[config.mk]
export PLATFORM = sky130hd
export DESIGN_NAME = div_seq_flat
export DESIGN_NICKNAME = d
export VERILOG_FILES = /design/src/rtl/div_seq_pkg.sv /design/src/rtl/div_seq_if.sv /design/src/rtl/div_seq_step.sv /design/src/rtl/div_seq.sv /design/src/flat_wrapper.sv
export SDC_FILE = /design/constraint.sdc
export NUM_CORES = 1
export LEC_CHECK = 0
export CORE_AREA = 2 2 57 59
export DETAILED_ROUTE_END_ITERATION = 6
export DIE_AREA = 0 0 59 61
export PLACE_DENSITY_LB_ADDON = 0.25
export SETUP_SLACK_MARGIN = 0.1
export SLEW_MARGIN = 40
export SYNTH_ARGS = -nofsm -noshare
export SYNTH_HDL_FRONTEND = slang
export SYNTH_SLANG_ARGS = --single-unit
[constraint.sdc]
create_clock -name clk -period 4 [get_ports clk]
set_input_delay 0.4 -clock clk [delete_from_list [all_inputs] [get_ports clk]]
set_output_delay 0.4 -clock clk [all_outputs]
set_load 0.05 [all_outputs]
[src/rtl/div_seq_pkg.sv]
// div_pkg: shared types and helpers for the sequential restoring divider.
//   state_t : FSM encoding (idle, iterating, result-valid)
//   cnt_w   : width of the iteration counter, large enough to hold N itself
package div_pkg;

  typedef enum logic [1:0] {
    S_IDLE = 2'd0,
    S_RUN  = 2'd1,
    S_DONE = 2'd2
  } state_t;

  function automatic int cnt_w(input int n);
    return $clog2(n + 1);
  endfunction

endpackage

[src/rtl/div_seq_if.sv]
// div_seq_if: start/done handshake and operand/result bundle of div_seq.
//   start        : request, honoured only while busy is low
//   a, b         : dividend / divisor, captured on the accepting edge
//   busy         : high while the divider iterates
//   done         : one-cycle pulse, q/r/div_by_zero valid from this cycle on
//   q, r         : quotient / remainder, held until the next result
//   div_by_zero  : set together with done when b was zero
//
// Handshake: a request is accepted on any rising edge where start=1 and
// busy=0 (idle or the done cycle). Exactly one done pulse follows every
// accepted request unless reset intervenes; start seen while busy=1 is
// ignored and the operands are not resampled.
interface div_seq_if #(
  parameter int N = 4
);
  logic         start;
  logic [N-1:0] a;
  logic [N-1:0] b;
  logic         busy;
  logic         done;
  logic [N-1:0] q;
  logic [N-1:0] r;
  logic         div_by_zero;

  modport master (
    output start, a, b,
    input  busy, done, q, r, div_by_zero
  );

  modport slave (
    input  start, a, b,
    output busy, done, q, r, div_by_zero
  );
endinterface

[src/rtl/div_seq_step.sv]
// div_step: one restoring-division iteration (purely combinational).
//   rem_in       : partial remainder before this step
//   dividend_msb : next dividend bit shifted into the remainder
//   divisor      : divisor
//   rem_out      : partial remainder after trial subtract / restore
//   q_bit        : quotient bit produced by this step
module div_step #(
  parameter int N = 4
) (
  input  logic [N-1:0] rem_in,
  input  logic         dividend_msb,
  input  logic [N-1:0] divisor,
  output logic [N-1:0] rem_out,
  output logic         q_bit
);

  logic [N-1:0] rem_sh;
  logic [N:0]   trial;
  logic         unused_rem_msb;

  // After k steps the partial remainder is at most the top k dividend bits,
  // so its MSB can only be set after the final step; it is never shifted out.
  assign unused_rem_msb = rem_in[N-1];

  assign rem_sh  = {rem_in[N-2:0], dividend_msb};
  // Extra top bit acts as the borrow: set means the trial went negative.
  assign trial   = {1'b0, rem_sh} - {1'b0, divisor};
  assign q_bit   = ~trial[N];
  assign rem_out = q_bit ? trial[N-1:0] : rem_sh;

endmodule

[src/rtl/div_seq.sv]
// div_seq: sequential unsigned restoring divider, one quotient bit per clock.
//   clk         : rising-edge clock
//   reset       : asynchronous active-high reset, aborts any operation
//   bus         : div_seq_if slave (start/a/b in, busy/done/q/r/div_by_zero out)
//   state_dbg_o : current FSM state for observation
// Latency: start accepted at edge 0 -> busy cycles 1..N -> done in cycle N+1.
// A zero divisor skips the iterations and signals done in cycle 1.
module div_seq
  import div_pkg::*;
#(
  parameter int N = 4
) (
  input  logic       clk,
  input  logic       reset,
  div_seq_if.slave   bus,
  output state_t     state_dbg_o
);

  localparam int CW = cnt_w(N);

  state_t       state_q, state_d;
  logic [CW-1:0] cnt_q, cnt_d;
  logic [N-1:0] dvd_q, dvd_d;   // dividend, shifted left each step
  logic [N-1:0] dvs_q, dvs_d;   // divisor captured at accept
  logic [N-1:0] rem_q, rem_d;   // partial remainder
  logic [N-1:0] quo_q, quo_d;   // quotient being assembled
  logic [N-1:0] q_q, q_d;       // published quotient
  logic [N-1:0] r_q, r_d;       // published remainder
  logic         dbz_q, dbz_d;

  logic [N-1:0] step_rem;
  logic         step_qbit;

  div_step #(.N(N)) u_step (
    .rem_in      (rem_q),
    .dividend_msb(dvd_q[N-1]),
    .divisor     (dvs_q),
    .rem_out     (step_rem),
    .q_bit       (step_qbit)
  );

  always_ff @(posedge clk or posedge reset) begin
    if (reset) begin
      state_q <= S_IDLE;
      cnt_q   <= '0;
      dvd_q   <= '0;
      dvs_q   <= '0;
      rem_q   <= '0;
      quo_q   <= '0;
      q_q     <= '0;
      r_q     <= '0;
      dbz_q   <= 1'b0;
    end else begin
      state_q <= state_d;
      cnt_q   <= cnt_d;
      dvd_q   <= dvd_d;
      dvs_q   <= dvs_d;
      rem_q   <= rem_d;
      quo_q   <= quo_d;
      q_q     <= q_d;
      r_q     <= r_d;
      dbz_q   <= dbz_d;
    end
  end

  always_comb begin
    state_d = state_q;
    cnt_d   = cnt_q;
    dvd_d   = dvd_q;
    dvs_d   = dvs_q;
    rem_d   = rem_q;
    quo_d   = quo_q;
    q_d     = q_q;
    r_d     = r_q;
    dbz_d   = dbz_q;

    case (state_q)
      // The done cycle accepts a new request exactly like idle, which gives
      // back-to-back operation without an intervening idle cycle.
      S_IDLE, S_DONE: begin
        state_d = S_IDLE;
        if (bus.start) begin
          dvd_d = bus.a;
          dvs_d = bus.b;
          rem_d = '0;
          quo_d = '0;
          cnt_d = CW'(N);
          if (bus.b == '0) begin
            state_d = S_DONE;
            q_d     = '1;
            r_d     = bus.a;
            dbz_d   = 1'b1;
          end else begin
            state_d = S_RUN;
          end
        end
      end

      S_RUN: begin
        rem_d = step_rem;
        quo_d = {quo_q[N-2:0], step_qbit};
        dvd_d = {dvd_q[N-2:0], 1'b0};
        cnt_d = cnt_q - CW'(1);
        if (cnt_q == CW'(1)) begin
          state_d = S_DONE;
          q_d     = {quo_q[N-2:0], step_qbit};
          r_d     = step_rem;
          dbz_d   = 1'b0;
        end
      end

      default: state_d = S_IDLE;
    endcase
  end

  assign bus.busy        = (state_q == S_RUN);
  assign bus.done        = (state_q == S_DONE);
  assign bus.q           = q_q;
  assign bus.r           = r_q;
  assign bus.div_by_zero = dbz_q;
  assign state_dbg_o     = state_q;

endmodule

[src/flat_wrapper.sv]
// flat-port wrapper written by rule: the top's interface ports become plain ports
module div_seq_flat import div_pkg::*;
#(
  parameter int N = 4
)
  (clk, reset, state_dbg_o, bus_start, bus_a, bus_b, bus_busy, bus_done, bus_q, bus_r, bus_div_by_zero);
  div_seq_if #(.N(N)) bus_i ();
  input  logic clk;
  input  logic reset;
  output state_t state_dbg_o;
  input wire logic [$bits(bus_i.start)-1:0] bus_start;
  input wire logic [$bits(bus_i.a)-1:0] bus_a;
  input wire logic [$bits(bus_i.b)-1:0] bus_b;
  output wire logic [$bits(bus_i.busy)-1:0] bus_busy;
  output wire logic [$bits(bus_i.done)-1:0] bus_done;
  output wire logic [$bits(bus_i.q)-1:0] bus_q;
  output wire logic [$bits(bus_i.r)-1:0] bus_r;
  output wire logic [$bits(bus_i.div_by_zero)-1:0] bus_div_by_zero;
  assign bus_i.start = bus_start;
  assign bus_i.a = bus_a;
  assign bus_i.b = bus_b;
  assign bus_busy = bus_i.busy;
  assign bus_done = bus_i.done;
  assign bus_q = bus_i.q;
  assign bus_r = bus_i.r;
  assign bus_div_by_zero = bus_i.div_by_zero;
  div_seq #(.N(N)) u_core (.clk(clk), .reset(reset), .bus(bus_i), .state_dbg_o(state_dbg_o));
endmodule
# [Word level (Yosys, flattened, before mapping)]
# Cells that the tools add are included.
[op_classes] add_sub_neg=2 n_eq_ne=6 n_mux=24 n_bitwise=1 n_reduce_logical=7
[op_table] op="two-way mux 4 bit" count=8
[op_table] op="case mux 4 bit (2 select lines)" count=3
[op_table] op="case mux 3 bit (2 select lines)" count=3
[op_table] op="two-way mux 2 bit" count=3
[op_table] op="two-way mux 3 bit" count=2
[op_table] op="subtractor 4 x 4 -> 5 bit" count=1
[op_table] op="logical NOT 4 bit" count=1
[op_table] op="inequality test 2 x 1 -> 1 bit (second input constant)" count=2
[op_table] op="case mux 2 bit (2 select lines)" count=1
[op_table] op="AND reduction 2 bit" count=2
[op_table] op="AND reduction 4 bit" count=1
[op_table] op="== test 3 x 1 -> 1 bit (second input constant)" count=1
[op_table] op="two-way mux 1 bit" count=3
[op_table] op="subtractor 3 x 1 -> 3 bit (second input constant)" count=1
[op_table] op="== test 2 x 1 -> 1 bit (second input constant)" count=1
[op_table] op="== test 2 bit (second input constant)" count=1
[op_table] op="logical NOT 2 bit" count=1
[op_table] op="inequality test 2 bit (second input constant)" count=1
[op_table] op="case mux 1 bit (2 select lines)" count=1
[op_table] op="nonzero test 2 bit" count=1
[op_table] op="OR reduction 2 bit" count=1
[op_table] op="inverter 1 bit" count=1
[totals] regBits=28 in_bits=11 out_inout_bits=13 wordCells=49

# [Longest topological paths before layout]
[depth] depth_word=4 mapped_depth=7 ltp_nobuf=7

# [Cells and area by module]
# Synthesis repeated with hierarchy kept, for this count alone.
[unflattened] cells_unflattened=143 hier_area_um2=1524.0
[by_module_without_submodules] mod="div_seq" n_inst=1 cells_each=115 area_per_inst_um2=1312.5 seq_area_each_um2=725.7
[by_module_without_submodules] mod="div_step" n_inst=1 cells_each=28 area_per_inst_um2=211.5 seq_area_each_um2=0.0

# [Worst setup path after synthesis]
# Ideal clock, no wire load.
[synth_path] path_type="flip-flop to output port" startpoint="register u_core.state_q[1], in the netlist u_core.state_dbg_o[1]" endpoint="output port bus_done" arrival_ns=1.407 path_slack_ns=2.193 stages_incl_launch_ff=2 path_buffers=0 cell_sequence="dfrtp_1 -> nor2b_1"
[synth_via] elab_chain_cells=1
[synth_lines] element="start, declared" line="div_seq.sv:21" text="state_t state_q, state_d;"
[synth_lines] element="start signal, assigned" line="div_seq.sv:54" text="state_q <= state_d;"
[synth_lines] element="== test 2 bit" line="div_seq.sv:117" text="assign bus.done = (state_q == S_DONE);"
[synth_lines] element="end, declared" line="flat_wrapper.sv:15" text="output wire logic [$bits(bus_i.done)-1:0] bus_done;"
# No other way between the ends.

# [Final worst setup path]
[layout_path] startpoint="register u_core.state_q[1], in the netlist u_core.state_dbg_o[1]" endpoint="output port bus_busy"
[layout_via] elab_chain_cells=1
[layout_lines] element="== test 2 x 1 -> 1 bit" line="div_seq.sv:116" text="assign bus.busy = (state_q == S_RUN);"
[layout_lines] element="end, declared" line="flat_wrapper.sv:14" text="output wire logic [$bits(bus_i.busy)-1:0] bus_busy;"
# No other way between the ends.

==> results.json <==
{
  "cts_buffer_depth": 2,
  "ff2ff_setup_slack_ns": 2.04,
  "initial_core_util_pct": 48.0,
  "worst-setup-path-type": "register to primary output",
  "fin_cells": 197,
  "syn_nets": 159,
  "design.core.area_sq_mm": 0.00295,
  "ant_nets": 0,
  "setup_tns_ns": 0,
  "netlist_top_cells_area": "dfrtp_1, nand2_1, ha_1, o21ai_0, nand2b_1",
  "overflow": 0,
  "finalWeightedCongestion": 0.801,
  "synth_compound_gate_area_share_pct": 16.1,
  "ys_seq_area_share_pct": 49.4,
  "final_common_cell": "nand2_1",
  "highest_layer": "met4",
  "cts_inserted_buffers": 3,
  "setup_ws_ns": 1.30,
  "grt.total_usage_pct": 19.0,
  "path_max_fanout": 17,
  "utilization_pct": 57.1,
  "synth_top_area_share_pct": 49.4,
  "reg2reg_to": "u_core.bus.r[1]",
  "slew_violations": 0,
  "relSlewSlack_pct": 61.7,
  "dp.cells": 193,
  "nets": 183,
  "drive_gt1_share_pct": 7.32,
  "async_flop_share_pct": 100,
  "clk_pin_slew_ns": 0.14,
  "io_buffers": 23,
  "fill_cells": 272,
  "cp-start-kind": "register",
  "synth.area.mux_share_pct": 2.12,
  "postSynthAreaPerCell_sq_um": 10.1,
  "cts_resized": 0,
  "yosysUniqueCellTypes": 35,
  "grt_start_max_net_pins": 29,
  "ff2ff_path_depth": 7,
  "drt_iter0_markers": 24,
  "crit_path_end_kind": "primary output",
  "vias": 1108,
  "dieArea_sq_mm": 0.00360,
  "p_total_mw": 1.57,
  "setup_violations": 0,
  "diodes": 0,
  "ys.flop_type": "dfrtp_1",
  "postCtsHoldBufs": 0,
  "layout_min_cycle_time_ns": 2.70,
  "drt-pass1-iter-count": 4,
  "synth_top_family_by_area": "simple AND/OR/NAND/NOR gates",
  "wl_met2_um": 1420,
  "rows": 20,
  "cts_htree_levels": 1,
  "critPathArrivalTime_ns": 2.30,
  "wl_met3_um": 167,
  "die_h_um": 61,
  "synth-xor-area-share_pct": 0.618,
  "cp.required_ns": 3.60,
  "syn_inst": 141,
  "netlist_area_sq_mm": 0.00142,
  "io_pins": 24,
  "powerDensity_mw_per_mm2": 932,
  "dpl_cell_area_sq_mm": 0.00165,
  "final_cell_mix": "nand2_1, dfrtp_1, clkdlybuf4s50_1, o21ai_0, inv_1",
  "post_cts_buffers": 0,
  "grt_pass1_wl_um": 5090,
  "grt_antenna_before_repair": 0,
  "preCtsSetupSlack_ns": 1.71,
  "synth_simple_gate_area_share_pct": 19.3,
  "clk_latency_ns": 0.32,
  "die_w_um": 59,
  "root_buffer": "clkbuf_4",
  "fin_skew_ns": 0.00103,
  "synth-edff-count": 0,
  "fin_area_sq_mm": 0.00169,
  "drc": 0,
  "synthAdderAreaFrac_pct": 6.71,
  "r2r-start": "u_core.dvd_q[3]",
  "ir_worst_vdd_v": 0.000461,
  "grt_pass1_vias": 1141,
  "wl_um": 2940,
  "hp-class": "input port to async pin",
  "status": "completed",
  "hold_viol_final": 0,
  "ys_warn_count": 0,
  "routedWlPerCell_um": 14.9,
  "synth.largest_area_cell": "dfrtp_1",
  "dp_hpwl_um": 2170,
  "rsz0062_at_grt": "false",
  "ys_seq_elements": 28,
  "cts.sinks": 28,
  "worst_pin_slew_ns": 0.573,
  "hold_slack_ns": 0.428,
  "cts_tree": "built",
  "area_delta_synth_final_pct": 18.9,
  "wl_met1_um": 1280,
  "max_freq_mhz": 370,
  "fin_crit_sh_pct": 67.6,
  "p_leak_nw": 0.786,
  "cap_violations": 0,
  "vias_per_cell": 5.62
}
==> critical path, cell delays in order (launching register included) <==
cell and delay [ns]:
dfrtp_1 0.42, nand2b_1 0.34, inv_2 0.34, clkdlybuf4s50_1 0.87
==> area by class of cell <==
class / count / area, sq um / area share, %
multi-input combinational: 99 / 636 / 37.7
tap: 33 / 41.3 / 2.45
inverter: 9 / 33.8 / 2.00
sequential: 28 / 701 / 41.6
clock buffer: 4 / 36.3 / 2.15
timing repair buffer: 24 / 238 / 14.1
==> synthesized netlist by cell type, types with 2 or more instances <==
master and instances:
a21oi_1 4, a21o_1 4, inv_1 8, o22ai_1 2, mux2i_1 3, dfrtp_1 28
nor2b_1 4, ha_1 6, buf_6 2, nand2b_1 6, a22oi_1 2, o21ai_0 11
o22a_1 3, nand2_1 36, nor2_1 2
==> routing by layer <==
| metal | track usage [%] | up-vias |
|---|---|---|
| met1 | 24.7 | 543 |
| met2 | 31.6 | 36 |
| met4 | 9.42 | 0 |
| met3 | 2.13 | 7 |
| li1 | - | 522 |
| met5 | 0 | - |
==> how the worst max path moves through the flow <==
stage	startpoint	cells after the start	slack (ns)	to
floorplan	u_core.state_dbg_o[1]	1	2.19	bus_done
global placement	u_core.state_dbg_o[1]	3	1.74	bus_busy
detailed placement	u_core.state_dbg_o[1]	3	1.71	bus_busy
CTS	u_core.state_dbg_o[1]	3	1.30	bus_busy
global route	u_core.state_dbg_o[1]	3	1.19	bus_busy
finish	u_core.state_dbg_o[1]	3	1.30	bus_busy
==> sequential cells by signal, indices dropped and copies added (netlist names) <==
signal,flops
u_core.dvs_q,4
u_core.quo_q,3
u_core.rem_q,3
u_core.bus.r,4
u_core.state_dbg_o,2
u_core.bus.q,4
u_core.dvd_q,4
u_core.cnt_q,3
u_core.bus.div_by_zero,1
==> kinds of logic (layout without fill, tap and decap cells) <==
logic type / count (synthesis) / after routing
XOR/XNOR: 1 / 1
AO/OA/AOI/OAI: 33 / 33
AND/OR/NAND/NOR: 55 / 55
adder cells (fa/ha/maj): 7 / 7
multiplexers: 3 / 3
buffers and inverters: 14 / 37
flip-flops: 28 / 28
==> where the power goes <==
group          leakage [nW]  switching (mW)  internal (mW)
clock network        0.0210          0.0816         0.0557
logic                 0.422           0.573          0.360
registers             0.343          0.0877          0.414
Note: power is estimated with default switching activity, not from simulation.
